$ cat src/rtl/stream_pack_unpack.sv
// Gearbox for the ed25519 core boundary: packs DATA_W-bit beats into a wide
// operand word and unpacks a wide result word back into DATA_W-bit beats.
module stream_pack_unpack #(
  parameter int DATA_W    = 64,
  parameter int IN_BEATS  = 12,
  parameter int OUT_BEATS = 8,
  parameter int MSB_FIRST = 1
) (
  input  logic                        i_clk,
  input  logic                        i_rst,
  input  logic                        i_in_valid,
  output logic                        o_in_ready,
  input  logic [DATA_W-1:0]           i_in_data,
  output logic                        o_pkt_valid,
  input  logic                        i_pkt_ready,
  output logic [IN_BEATS*DATA_W-1:0]  o_pkt_data,
  input  logic                        i_res_valid,
  output logic                        o_res_ready,
  input  logic [OUT_BEATS*DATA_W-1:0] i_res_data,
  output logic                        o_out_valid,
  input  logic                        i_out_ready,
  output logic [DATA_W-1:0]           o_out_data
);

  localparam int RES_W = OUT_BEATS * DATA_W;
  localparam int ICW   = (IN_BEATS > 1) ? $clog2(IN_BEATS) : 1;
  localparam int OCW   = (OUT_BEATS > 1) ? $clog2(OUT_BEATS) : 1;
  localparam logic [ICW-1:0] LAST_IN  = ICW'(IN_BEATS - 1);
  localparam logic [OCW-1:0] LAST_OUT = OCW'(OUT_BEATS - 1);

  typedef enum logic {COLLECT, HOLD} pack_state_e;
  typedef enum logic {IDLE, SEND} unpack_state_e;

  // ---------------- pack side ----------------
  pack_state_e      pack_state_q, pack_state_d;
  logic [ICW-1:0]   in_cnt_q, in_cnt_d;
  logic             in_fire;

  always_comb begin
    pack_state_d = pack_state_q;
    in_cnt_d     = in_cnt_q;
    o_in_ready   = 1'b0;
    o_pkt_valid  = 1'b0;
    case (pack_state_q)
      COLLECT: o_in_ready = 1'b1;
      HOLD: begin
        o_pkt_valid = 1'b1;
        o_in_ready  = i_pkt_ready;
        if (i_pkt_ready) pack_state_d = COLLECT;
      end
      default: pack_state_d = COLLECT;
    endcase
    in_fire = i_in_valid & o_in_ready;
    // A beat taken during the packet handoff is counted from slot 0 (in_cnt_q is 0 in HOLD)
    if (in_fire) begin
      if (in_cnt_q == LAST_IN) begin
        in_cnt_d     = '0;
        pack_state_d = HOLD;
      end else begin
        in_cnt_d = in_cnt_q + ICW'(1);
      end
    end
  end

  always_ff @(posedge i_clk) begin
    if (i_rst) begin
      pack_state_q <= COLLECT;
      in_cnt_q     <= '0;
    end else begin
      pack_state_q <= pack_state_d;
      in_cnt_q     <= in_cnt_d;
    end
  end

  generate
    for (genvar gi = 0; gi < IN_BEATS; gi++) begin : g_slot
      localparam logic [ICW-1:0] BEAT = (MSB_FIRST != 0) ? ICW'(IN_BEATS - 1 - gi) : ICW'(gi);
      logic [DATA_W-1:0] slot_q;
      always_ff @(posedge i_clk) begin
        if (i_rst) begin
          slot_q <= '0;
        end else if (in_fire && (in_cnt_q == BEAT)) begin
          slot_q <= i_in_data;
        end
      end
      assign o_pkt_data[gi*DATA_W +: DATA_W] = slot_q;
    end
  endgenerate

  // ---------------- unpack side ----------------
  unpack_state_e    unpack_state_q, unpack_state_d;
  logic [OCW-1:0]   out_cnt_q, out_cnt_d;
  logic [RES_W-1:0] shreg_q, shreg_d;
  logic             out_fire;
  logic             last_beat;

  always_comb begin
    unpack_state_d = unpack_state_q;
    out_cnt_d      = out_cnt_q;
    shreg_d        = shreg_q;
    o_out_valid    = (unpack_state_q == SEND);
    last_beat      = (out_cnt_q == LAST_OUT);
    out_fire       = o_out_valid & i_out_ready;
    // Ready for the next result while the final beat leaves: no idle cycle between results
    o_res_ready    = (unpack_state_q == IDLE) | (o_out_valid & last_beat & i_out_ready);
    if (out_fire) begin
      shreg_d = (MSB_FIRST != 0) ? (shreg_q << DATA_W) : (shreg_q >> DATA_W);
      if (last_beat) begin
        out_cnt_d      = '0;
        unpack_state_d = IDLE;
      end else begin
        out_cnt_d = out_cnt_q + OCW'(1);
      end
    end
    if (i_res_valid && o_res_ready) begin
      shreg_d        = i_res_data;
      out_cnt_d      = '0;
      unpack_state_d = SEND;
    end
  end

  always_ff @(posedge i_clk) begin
    if (i_rst) begin
      unpack_state_q <= IDLE;
      out_cnt_q      <= '0;
      shreg_q        <= '0;
    end else begin
      unpack_state_q <= unpack_state_d;
      out_cnt_q      <= out_cnt_d;
      shreg_q        <= shreg_d;
    end
  end

  // Zero fill on shift makes the output slice read 0 once the register drains
  assign o_out_data = (MSB_FIRST != 0) ? shreg_q[RES_W-1 -: DATA_W] : shreg_q[DATA_W-1:0];

endmodule

$ cat config.mk
export PLATFORM = sky130hd
export DESIGN_NAME = stream_pack_unpack
export DESIGN_NICKNAME = d
export VERILOG_FILES = /design/src/rtl/stream_pack_unpack.sv
export SDC_FILE = /design/constraint.sdc
export NUM_CORES = 2
export LEC_CHECK = 0
export CAP_MARGIN = 20
export CORE_AREA = 3 3 546 548
export CTS_CLUSTER_DIAMETER = 30
export DETAILED_ROUTE_END_ITERATION = 16
export DIE_AREA = 0 0 549 551
export GPL_ROUTABILITY_DRIVEN = 0
export PLACE_DENSITY = 0.44
export SLEW_MARGIN = 30
export SYNTH_ARGS = -nofsm -noshare
export SYNTH_HDL_FRONTEND = slang
export SYNTH_SLANG_ARGS = --single-unit
$ cat constraint.sdc
create_clock -name i_clk -period 3.4 [get_ports i_clk]
set_clock_uncertainty 0.2 [all_clocks]
set_input_delay 1.02 -clock i_clk [delete_from_list [all_inputs] [get_ports i_clk]]
set_output_delay 1.02 -clock i_clk [all_outputs]
set_load 0.05 [all_outputs]
[Yosys cells after proc, flatten, opt, wreduce, memory -nomap -nowiden]
Cells that the tools add are included.
Cells by class
  bitwise gates (word level): 7
  shift-type cells: 0
  multiplexer cells: 13
  reduce and logical (&&, ||, !) cells: 18
  add/subtract/negate cells: 2
  equality and inequality tests: 12
  divide/modulo/power cells: 0
  order comparisons: 0
  multipliers: 0
Operator list (number)
  2-to-1 mux 512 bit: 2
  == test 4 x 3 -> 1 bit, second input constant: 4
  == test 4 bit, second input constant: 4
  logical AND 1 bit: 13
  == test 4 x 2 -> 1 bit, second input constant: 2
  2-to-1 mux 1 bit: 8
  adder 4 x 1 -> 4 bit, second input constant: 1
  AND 1 bit: 4
  == test 4 x 1 -> 1 bit, second input constant: 1
  logical NOT 4 bit: 1
  2-to-1 mux 4 bit: 1
  nonzero test 2 bit: 2
  adder 3 x 1 -> 3 bit, second input constant: 1
  == test 3 bit, second input constant: 1
  2-to-1 mux 3 bit: 1
  NOT 1 bit: 2
  case mux 1 bit (2 select lines): 1
  AND reduction 2 bit: 1
  OR reduction 2 bit: 1
  OR 1 bit: 1
Storage, ports and cells
  register bits: 1289
  input bits: 582
  ROM bits: 0
  bits in writable memories: 0
  latch bits: 0
  memories kept: 0
  logic and storage cells: 69

[Logic depth before layout (Yosys ltp)]
  depth in word-level cells: 7
  gate-level depth with buffers: 9
  depth with buffers taken out: 6

[Least setup slack after synthesis]
No wires, ideal clock.
  kind: input port to output port
  start point: input i_pkt_ready
  end point: output o_in_ready
  arrival: 2.088 ns
  slack: 0.092 ns
  required time: 2.180 ns
  cell stages on the path: 5
  cells stage by stage: nor2b_1 buf_2 inv_2 buf_2 clkbuf_1
On the way
  cells in the longest elaborated chain, start to end: 1
RTL lines
  from (decl): RTL line 15  | input logic i_pkt_ready,
  case mux 1 bit (2 select lines): RTL line 44  | case (pack_state_q)
  to (decl): RTL line 12  | output logic o_in_ready,
No other way between the ends.

[Worst setup path in the final report]
  start point: register g_slot[7].slot_q[62]
  end point: output o_pkt_data[510]
RTL lines
  from (decl): RTL line 78  | logic [DATA_W-1:0] slot_q;
  from (signal assigned): RTL line 83  | slot_q <= i_in_data;
  to (decl): RTL line 16  | output logic [IN_BEATS*DATA_W-1:0] o_pkt_data,
No word-level cell between the ends.

==> reports/metrics.csv <==
metric,value,unit
p_total,57.8,mW
critPathRequiredTime,2180,ps
worst_pin_slew,1040,ps
drv_slew,0,
layout_common_cells,"1285 x dfxtp_1, 979 x clkdlybuf4s50_1, 899 x nor3_1, 838 x a21oi_1, 769 x o31ai_1",
critical_path.top_delay_family,buffers and inverters,
core,294000,µm²
finalSetupTns,0,ps
leakage,32.9,nW
rrSetupSlack,550,ps
setup_viol,0,
crit_type,reg2out,
slew_headroom,0.307,
rr_startpoint,out_cnt_q[1]$_SDFFE_PP0P_,
cts_buffer_depth,4,
ir_worst_vdd,421,µV
syn_area_per_cell,8.53,µm²
fin_area,88700,µm²
cts_htree_levels,5,
drt_wl_total,389,mm
die_w,549,µm
cts.clk_slew.worst_paths,40,ps
cp_num_cells,1,
end_kind,primary output,
num_io_pins,1418,
maxCapViolCount,0,
cts_tree,built,
chipHeight,551,µm
grt_pass1_wl,528,mm
reg2reg_depth,11,
synth_cell_types,31,
fmax,298,MHz
wl_per_cell,32.4,µm
vias,67100,
path_buf_inv,1,
fin_crit_sh,0.987,
grt_max_degree,231,
cts_root_buf,clkbuf_16,
hp-class,reg2reg,
synthCells,6797,
worstPathMaxFanout,2,
crit_path_top_delay_cell,clkdlybuf4s50_1,
multi_input_area,27300,µm²
numCtsBuffers,369,
syn2layout_area_growth,53.0,%
final.fill_count,30600,
rsz0062_at_grt,true,
synth_warnings,0,
numPortBuffers,1417,
worstPathArrival,2140,ps
status,finished clean,
layout.nets,8326,
dieArea,302000,µm²
final_common_cell,dfxtp_1,
power_density,651,nW/µm²
antenna_found_initial,97,
drc,0,
drtIter0Drc,8250,
crit_end,o_pkt_data[510],
timing.rr.end,shreg_q[71]$_SDFFE_PP0P_,
cts-hold-fix-buffers,0,
clkLatencyLatePin,890,ps
max_stage_delay,900,ps
start_kind,flop,
grt_util_all_layers,0.240,
grt_overflow,0,
placed_area,76000,µm²
antenna_left,0,
syn_nets,7385,
synth_area,58000,µm²
ys_seq_elements,1289,
floorplan.initialDensity,0.198,
via_per_inst,5.59,
clock_sinks,1289,
fin_crit,3360,ps
path_cells,clkdlybuf4s50_1,
grt_pass1_vias,64200,
dp_hpwl,262,mm
seq_area,25800,µm²
drt_first_pass_iters,8,
critPathLaunch,g_slot[7].slot_q[62]$_SDFFE_PP0P_,
finalHoldViolCount,0,
layout-drive-gt1-share,0.130,
yosysSeqAreaShare,0.445,
num_rows,199,
==> cell usage after synthesis, drive strengths merged <==
library cell / count / share of area
dfxtp: 1289 / 0.44
nor3: 899 / 0.078
a21oi: 838 / 0.072
clkbuf: 775 / 0.050
o31ai: 769 / 0.10
nand4: 768 / 0.083
a221oi: 448 / 0.070
and3: 448 / 0.048
buf: 391 / 0.036
nand3: 68 / 0.0059
o211ai: 64 / 0.0083
ha: 6 / 0.0013
inv: 6 / 0.00043
nand2: 5 / 0.00032
and2: 4 / 0.00043
nor2: 4 / 0.00026
mux2i: 3 / 0.00052
nor2b: 3 / 0.00032
o21ai: 3 / 0.00026
nand2b: 2 / 0.00022
a21boi: 1 / 0.00019
a31o: 1 / 0.00015
or2: 1 / 0.00011
or4: 1 / 0.00013
==> where the power goes <==
group / internal [mW] / switching (mW)
Combinational: 1.94 / 3.72
Clock: 25.1 / 10.9
Sequential: 15.8 / 0.384
Total: 42.8 / 15.0
==> cell families after synthesis <==
| group | share of synthesized area |
|---|---|
| AO/OA/AOI/OAI | 0.251 |
| adder cells (fa/ha/maj) | 0.00129 |
| buffers and inverters | 0.0864 |
| flip-flops | 0.445 |
| multiplexers | 0.000518 |
| AND/OR/NAND/NOR | 0.216 |
==> flip-flops by register name, summed over array words and instances (netlist names) <==
register	cells
g_slot.slot_q	768
shreg_q	512
in_cnt_q	4
out_cnt_q	3
o_out_valid	1
pack_state_q	1
==> worst reg2reg max path, cell delays in order (launching register included) <==
cell and delay [ps]:
dfxtp_2 330, ha_4 160, ha_4 160, a21boi_4 310
buf_4 170, buf_4 90, buf_4 160, buf_12 230
buf_12 360, nor3_1 230, buf_4 180, nor3_1 150
==> worst min-delay path by stage <==
stage,from,to,cells past startpoint
after global routing,g_slot[11].slot_q[37]$_SDFFE_PP0P_,g_slot[11].slot_q[37]$_SDFFE_PP0P_,2
after CTS,g_slot[0].slot_q[1]$_SDFFE_PP0P_,g_slot[0].slot_q[1]$_SDFFE_PP0P_,2
after detailed placement,g_slot[3].slot_q[31]$_SDFFE_PP0P_,g_slot[3].slot_q[31]$_SDFFE_PP0P_,2
after floorplan,shreg_q[0]$_SDFFE_PP0P_,shreg_q[0]$_SDFFE_PP0P_,2
final,g_slot[11].slot_q[60]$_SDFFE_PP0P_,g_slot[11].slot_q[60]$_SDFFE_PP0P_,2
after global placement,g_slot[8].slot_q[50]$_SDFFE_PP0P_,g_slot[8].slot_q[50]$_SDFFE_PP0P_,2
==> through the flow <==
step / setup WS (ps) / utilization / hold WS, ps / std cells
5_1_grt: -27.8 / 0.302 / 281 / 12000
4_1_cts: -150 / 0.301 / 265 / 12000
3_5_place_dp: 243 / 0.259 / 259 / 11300
6_report: 44.6 / 0.302 / 265 / 12000
2_1_floorplan: 91.5 / - / 265 / 6797
3_3_place_gp: 237 / 0.259 / 254 / 11300
==> layer usage <==
layer  routed length, µm  track usage
met1              158000        0.309
met2              166000        0.346
met3               38900       0.0702
met4               27000        0.161
met5                 128            0
==> cell type report <==
cell class                      instances  share of cell area
Sequential cell                      1289               0.291
Clock buffer                          526               0.122
Antenna cell                           48             0.00135
Inverter                                6            0.000606
Clock inverter                        149              0.0248
Multi-Input combinational cell       4336               0.308
Timing Repair Buffer                 1735               0.198
Timing Repair inverter                  1           0.0000987
Tap cell                             3919              0.0553
==> timing repair <==
item,4_1_cts,5_1_grt
gates cloned,0,1
setup endpoints to repair,359,6
resized for setup,359,11
pin swaps,1,2
buffers inserted,1,5
(Power assumes the default switching activity.)
